<file path="config.mk">
export PLATFORM = sky130hd
export DESIGN_NAME = seg_display_arbiter
export DESIGN_NICKNAME = d
export VERILOG_FILES = /design/src/rtl/seg_display_arbiter.sv
export SDC_FILE = /design/constraint.sdc
export NUM_CORES = 1
export LEC_CHECK = 0
export BUFFER_PORTS_ARGS = -buffer_cell sky130_fd_sc_hd__buf_2
export CELL_PAD_IN_SITES_DETAIL_PLACEMENT = 0
export CELL_PAD_IN_SITES_GLOBAL_PLACEMENT = 1
export CORE_ASPECT_RATIO = 1.1
export CORE_UTILIZATION = 44
export DETAILED_ROUTE_END_ITERATION = 16
export PLACE_DENSITY = 0.89
export SYNTH_ARGS = -nofsm -noshare
export SYNTH_HDL_FRONTEND = slang
export SYNTH_SLANG_ARGS = --single-unit
export TNS_END_PERCENT = 50
</file>
<file path="constraint.sdc">
create_clock -name clock_100Mhz -period 7.2 [get_ports clock_100Mhz]
set_clock_uncertainty 0.15 [all_clocks]
set_input_delay 1.08 -clock clock_100Mhz [delete_from_list [all_inputs] [get_ports clock_100Mhz]]
set_output_delay 1.08 -clock clock_100Mhz [all_outputs]
set_load 0.02 [all_outputs]
</file>
<file path="src/rtl/seg_display_arbiter.sv">
// Round-robin owner of a shared 8-digit seven-segment display with minimum hold time.
// Every ownership change passes through one blanked SWITCH cycle.
module seg_display_arbiter #(
    parameter int NUM_REQ     = 4,
    parameter int DIGITS      = 8,
    parameter int HOLD_CYCLES = 200_000_000
) (
    input  logic                        clock_100Mhz,
    input  logic                        reset_n,
    input  logic [NUM_REQ-1:0]          req,
    input  logic [NUM_REQ*4*DIGITS-1:0] frame_in,
    output logic [NUM_REQ-1:0]          grant,
    output logic [4*DIGITS-1:0]         frame_out,
    output logic                        frame_valid,
    output logic                        blank,
    output logic                        switch_pulse,
    output logic [1:0]                  fsm_state
);
    localparam int FW = 4 * DIGITS;
    localparam int IW = (NUM_REQ > 1) ? $clog2(NUM_REQ) : 1;
    localparam int HW = $clog2(HOLD_CYCLES);
    localparam logic [HW-1:0] HOLD_MAX = HW'(HOLD_CYCLES - 1);

    typedef enum logic [1:0] {IDLE = 2'd0, OWN = 2'd1, SWITCH = 2'd2} state_t;

    state_t             state, next_state;
    logic [IW-1:0]      rr_ptr, ptr_next, pick_idx;
    logic               pick_valid;
    logic [HW-1:0]      hold_cnt, hold_next;
    logic [NUM_REQ-1:0] owner_mask, grant_next;
    logic [FW-1:0]      frame_next;
    logic               valid_next, pulse_next;

    assign fsm_state  = state;
    // rr_ptr doubles as the current owner index while in OWN.
    assign owner_mask = NUM_REQ'(1) << rr_ptr;

    // Scan rr_ptr+1 .. rr_ptr (mod NUM_REQ): the last owner is considered last.
    always_comb begin
        pick_idx   = rr_ptr;
        pick_valid = 1'b0;
        for (int i = 1; i <= NUM_REQ; i++) begin
            if (!pick_valid && req[(int'(rr_ptr) + i) % NUM_REQ]) begin
                pick_idx   = IW'((int'(rr_ptr) + i) % NUM_REQ);
                pick_valid = 1'b1;
            end
        end
    end

    always_ff @(posedge clock_100Mhz or negedge reset_n) begin
        if (!reset_n) state <= IDLE;
        else          state <= next_state;
    end

    always_comb begin
        next_state = state;
        case (state)
            IDLE:   if (pick_valid) next_state = OWN;
            OWN:    if (!req[rr_ptr] ||
                        (hold_cnt == HOLD_MAX && |(req & ~owner_mask)))
                        next_state = SWITCH;
            SWITCH: next_state = pick_valid ? OWN : IDLE;
            default: next_state = IDLE;
        endcase
    end

    // Next values of the registered outputs, derived from the upcoming state.
    always_comb begin
        ptr_next = rr_ptr;
        if (state != OWN && next_state == OWN) ptr_next = pick_idx;
        valid_next = (next_state == OWN);
        grant_next = valid_next ? (NUM_REQ'(1) << ptr_next) : '0;
        pulse_next = valid_next && (state != OWN);
        frame_next = valid_next ? frame_in[ptr_next*FW +: FW] : frame_out;
        hold_next  = '0;
        if (state == OWN && next_state == OWN)
            hold_next = (hold_cnt == HOLD_MAX) ? hold_cnt : hold_cnt + 1'b1;
    end

    always_ff @(posedge clock_100Mhz or negedge reset_n) begin
        if (!reset_n) begin
            rr_ptr       <= IW'(NUM_REQ - 1);
            hold_cnt     <= '0;
            grant        <= '0;
            frame_out    <= '0;
            frame_valid  <= 1'b0;
            blank        <= 1'b1;
            switch_pulse <= 1'b0;
        end else begin
            rr_ptr       <= ptr_next;
            hold_cnt     <= hold_next;
            grant        <= grant_next;
            frame_out    <= frame_next;
            frame_valid  <= valid_next;
            blank        <= !valid_next;
            switch_pulse <= pulse_next;
        end
    end
endmodule

</file>
Word-level counts from Yosys, hierarchy flattened. Index checks and enable logic that the tools add are counted.

Bitwise operators: 6. Equality and inequality tests: 6. Reductions and logical operators: 18. $add $sub $neg: 5. $lt $le $gt $ge: 5. Multiplexer cells: 30. Shift-type cells: 3.

Operators with widths (number): $shiftx A128 B8 Y32 (1); $mux W28 (2); $add A28 B1 Y28 const B (1); $eq A28 B28 Y1 const B (1); $lt A3 B4 Y1 const B (4); $mux W1 (14); $mux W2 (7); $bmux W1 S2 (5); $reduce_or A2 Y1 (4); $shl A1 B2 Y4 const A (2); $logic_and A1 B1 Y1 (6); $pmux W2 S3 (1); $logic_not A1 Y1 (5); $add A2 B1 Y2 const B (2); $add A2 B2 Y2 const B (2); $and A1 B1 Y1 const A (4); $and A4 B4 Y4 (1); $eq A2 B1 Y1 const B (2); $mux W4 (1); $not A4 Y4 (1); $reduce_or A4 Y1 (1); $lt A2 B3 Y1 const B (1); $eq A2 B2 Y1 const B (1); $logic_not A2 Y1 (1); 3 further kinds (3).

Bits in registers: 71. Output and inout bits: 41. Logic and storage cells: 81.

Logic depth before layout (Yosys ltp).
Depth in word-level cells: 23. Depth in mapped cells: 15. Depth with buffers taken out: 9.

Worst setup path after synthesis. OpenSTA, ideal clock, no wires.

Path kind: reg2reg. From: reg rr_ptr[0]. To: reg frame_out[26]. Path buffers: 5. Clock period less this slack: 3243 ps. Setup slack: 3957 ps. Stages on the path, launching flop included: 14. Arrival time: 2962 ps. Required time: 6919 ps. Path through: dfstp_2 -> buf_6 -> buf_2 -> buf_2 -> inv_1 -> ha_1 -> buf_2 -> mux4_2 -> nor2b_4 -> mux2i_2 -> buf_2 -> and2_1 -> a2111oi_1 -> o31ai_2.

Word-level cells in the longest chain between the ends: 20. Elaborated cells between the ends (all ways): 47. Those cells by class: 4 x add/sub; 1 x eq/ne; 2 x shift; 27 x mux; 2 x bitwise; 11 x reduce/logical.

Ends and longest elaborated chain: start, declared (RTL line 27) `logic [IW-1:0] rr_ptr, ptr_next, pick_idx;`; start signal, assigned (RTL line 82) `rr_ptr <= IW'(NUM_REQ - 1);`; start signal, assigned (RTL line 90) `rr_ptr <= ptr_next;`; $add A2 B1 Y2 (RTL line 43, 44); $bmux W1 S2 (RTL line 43) `if (!pick_valid && req[(int'(rr_ptr) + i) % NUM_REQ]) begin`; $mux W1 (implied by the code) (2 in series) (RTL line 43); $mux W1 (RTL line 43); $logic_not A1 Y1 (RTL line 43); $logic_and A1 B1 Y1 (RTL line 43); $mux W1 (RTL line 43); $logic_not A1 Y1 (RTL line 43); (+3 left out); $logic_and A1 B1 Y1 (RTL line 43); $mux W1 (RTL line 43); $mux W1 / $mux W2 (equally long branches) (RTL line 62, 58); $pmux W2 S3 (RTL line 57) `case (state)`; $eq A2 B1 Y1 (RTL line 70, 71); $logic_and A1 B1 Y1 (RTL line 70) `if (state != OWN && next_state == OWN) ptr_next = pick_idx;`; $mux W2 (RTL line 70); $shiftx A128 B8 Y32 (RTL line 74) `frame_next = valid_next ? frame_in[ptr_next*FW +: FW] : frame_out;`; end signal, assigned (RTL line 93) `frame_out <= frame_next;`; end, declared (RTL line 13) `output logic [4*DIGITS-1:0] frame_out,`.

Parallel ways exist; a longest one is shown, timed or not. The select of a mux whose other input is x is not followed. A chain may end at the register's enable or synchronous reset.

Final worst setup path.
From: reg rr_ptr[0]. To: reg frame_out[22].

Same word-level chain as after synthesis.

==> key figures <==
Cells and area
  – Nets: 1078
  – Design Area, Final: 8080 sq um
  – P&R area growth vs syn: 15.1%
  – Layout cells sized above 1: between 20% and 30%

CTS
  – CTS Buf Count: 9
  – Clock Latency Late Sink: between 0.3 and 0.4 ns
  – CTS Hold Bufs: 0
  – Resize count post-CTS: 0
  – Postcts setup bufs: 0
  – Root buffer selected by CTS: clkbuf_16
  – Clock buffer depth: 2
  – Worst-path clk slew: 0.06 ns
  – CTS sink cnt: 71
  – CTS tree: built
  – H-tree depth reported by CTS: 3

Timing
  – Max Freq: 204 MHz
  – Worst rel slew slack: 27.4%
  – Setup Viol. Count Final: 0
  – Final Critical Period: between 4 and 5 ns
  – TNS Setup: 0 ns
  – Fin Hold WS: 0.334 ns
  – Final Hold Viols: 0
  – Worst-Margin Slew: 1.09 ns
  – RSZ-0062 raised after global routing: false
  – Slew Limit Fails: 0
  – Tcrit/Tclk final: between 60% and 70%

Detailed routing
  – # DRC: 0
  – Initial DRC count: 611
  – Vias per Instance: between 6 and 7
  – Drt wl/cell: 18.7 microns
  – Pre-antenna DRT Iters: 6
  – Total wire length: 21400 microns
  – Number of routed nets with antenna violations: 0
  – Vias: 7064

Yosys
  – Ys Warns: 0
  – Syn_nets: around 980
  – Syn avg cell area: about 8.4 sq um
  – Most frequent cell after synthesis: nor2_1
  – EDFF count, synth: 0
  – Synth area leader: dfrtp_1
  – Top cell type's share of synthesized area: around 24%
  – Post-Synthesis Cells: approximately 840
  – Ys async rst share: 100%
  – Post-synth top cells: nor2_1 (80), a21oi_1 (76), nand2_1 (71)
  – Syn Std Cell Area: between 7000 and 8000 sq um
  – Main synth FF type: dfrtp_1
  – Seq/Total Area, Yosys: 25.4%
  – #FFs+latches synth: 71
  – Synth area leaders: dfrtp_1 (24%), a2111oi_4 (7.4%), a21oi_1 (5.4%)
  – Count of cell types in the netlist: 59

Setup path
  – CP Capture Type: register
  – CP arrival: 4.95 ns
  – Crit-path slowest cell: dfstp_4
  – Worst setup path start: rr_ptr[0]$_DFF_PN1_
  – Worst R2R Start: rr_ptr[0]$_DFF_PN1_
  – Worst Setup Start Kind: register
  – CP Class: reg2reg
  – CP required: 7.24 ns
  – End point of the critical path: frame_out[22]$_DFFE_PN0N_
  – Worst path max stage delay: 1.18 ns
  – Worst Path Max Fanout: 86
  – RR Endpoint: frame_out[22]$_DFFE_PN0N_
  – FF-to-FF path depth: 9
  – Register-to-register setup slack: 2.29 ns
  – Crit-path cells: inv_1, ha_1, mux4_2, nor2b_4, or2_1, buf_4, nor2_1, a211oi_1, o31ai_2

Hold path
  – Worst Hold Depth: 2
  – Min-delay worst type: reg2reg

Floorplanning
  – Chip height: 134 microns
  – Overall die area: 16500 sq um
  – Initial core utilization: 44.8%
  – Die Span X: ~120 microns
  – I/O pin total: between 150 and 200
  – Num rows: between 40 and 50
  – Core Region: 15700 sq um

GRT
  – GRT Total Usage: 25.9%
  – First-pass GRT wire length: 33600 microns
  – Vias in the first global route: between 6000 and 7000
  – Initial antenna violation count: 3
  – Total gr overflow: 0
  – Pin count of the biggest net entering global routing: 110

Run
  – Max_cap viols: 0

Power
  – Max VDD drop: approximately 260 uV
  – Leak Pwr: 3.16 nW
  – Pwr/cell area: 498 nW/um^2

Placement
  – Post-DP Area: 7780 sq um
  – Port Buffers: 174
  – Final HPWL DP: 14700 microns
  – RePlAce Congestion: 0.862

Outcome
  – Outcome: finished clean
==> state kept, by name, summed over array words and instances (netlist names) <==
signal,count
switch_pulse,1
hold_cnt,28
frame_valid,1
blank,1
frame_out,32
fsm_state,2
rr_ptr,2
grant,4
==> cell type report <==
| class | count | area [sq um] |
|---|---|---|
| diodes | 1 | 2.50 |
| clock buffers | 10 | 229 |
| clock inverters | 6 | 68.8 |
| fillers | 1495 | 7590 |
| inverters | 10 | 50.0 |
| multi-input cells | 665 | 4760 |
| flip-flops and latches | 71 | 1790 |
| well taps | 200 | 250 |
| repair buffers | 182 | 933 |
==> cell families after synthesis <==
family	count (synthesis)	synth area share [%]
AOI/OAI and AO/OA	339	39.2
and+or+nand+nor	249	17.0
buffers and inverters	101	7.15
DFF	71	25.4
muxes	46	7.22
xor gates and xnor gates	26	3.24
adders and majority gates	5	0.891
==> worst min path at each step <==
| stage | endpoint | from |
|---|---|---|
| after global routing | frame_out[7]$_DFFE_PN0N_ | frame_out[7]$_DFFE_PN0N_ |
| after CTS | frame_out[29]$_DFFE_PN0N_ | frame_out[29]$_DFFE_PN0N_ |
| after global placement | frame_out[16]$_DFFE_PN0N_ | frame_out[16]$_DFFE_PN0N_ |
| after detailed placement | frame_out[29]$_DFFE_PN0N_ | frame_out[29]$_DFFE_PN0N_ |
| after floorplan | hold_cnt[17]$_DFFE_PN0P_ | hold_cnt[17]$_DFFE_PN0P_ |
| final | frame_out[29]$_DFFE_PN0N_ | frame_out[29]$_DFFE_PN0N_ |
==> worst max-delay path: cells and delay by family (launching register included) <==
kind | cells | cell delay [ns]
simple gates | 3 | 1.42
fa+ha+maj | 1 | 0.56
flops | 1 | 1.18
mux | 1 | 0.30
compound gates | 2 | 0.55
buf+inv | 2 | 0.57
==> routing by layer <==
metal  wire length [microns]  vias to the layer above  global-route usage (%)
li1                        -                     3374                       -
met1                    9440                     3370                    36.7
met2                    9940                      288                    39.7
met3                    1610                       30                    5.07
met4                     359                        2                    7.05
met5                      13                        -                       0
==> per-stage QoR <==
stage | std cells | total power, W | util, % | setup WS, ns
after floorplan | 837 | 0.00304 | - | 3.96
after global placement | 1128 | 0.00351 | 49.6 | 2.38
after detailed placement | 1128 | 0.00356 | 49.6 | 2.32
after CTS | 1144 | 0.00402 | 51.5 | 2.32
after global routing | 1145 | 0.00431 | 51.6 | 1.95
final | 1145 | 0.00402 | 51.6 | 2.29
==> report_power, final <==
group          switching, W  leakage (nW)  internal [W]  total, W
clock network      0.000191         0.143      0.000271  0.000462
registers          0.000215         0.895      0.000554  0.000769
logic               0.00177          2.13       0.00103   0.00279
==> layout by cell type, fill, tap and decap left out, drive strengths merged, types with 3 or more instances in the layout <==
master,instances
buf,182
nor2,80
a21oi,76
o21ai,72
nand2,71
dfrtp,68
mux2i,39
and2,35
a221oi,33
a211oi,33
o31ai,33
a22oi,32
a2111oi,32
o211ai,23
nor3,14
xnor2,14
xor2,12
nand3,11
clkbuf,10
inv,10
nand2b,6
ha,5
nor4,5
mux2,4
nand4,4
nor3b,4
or2,4
and3,4
clkinv,4
mux4,3
dfstp,3
Power figures use the tool's default switching activity.
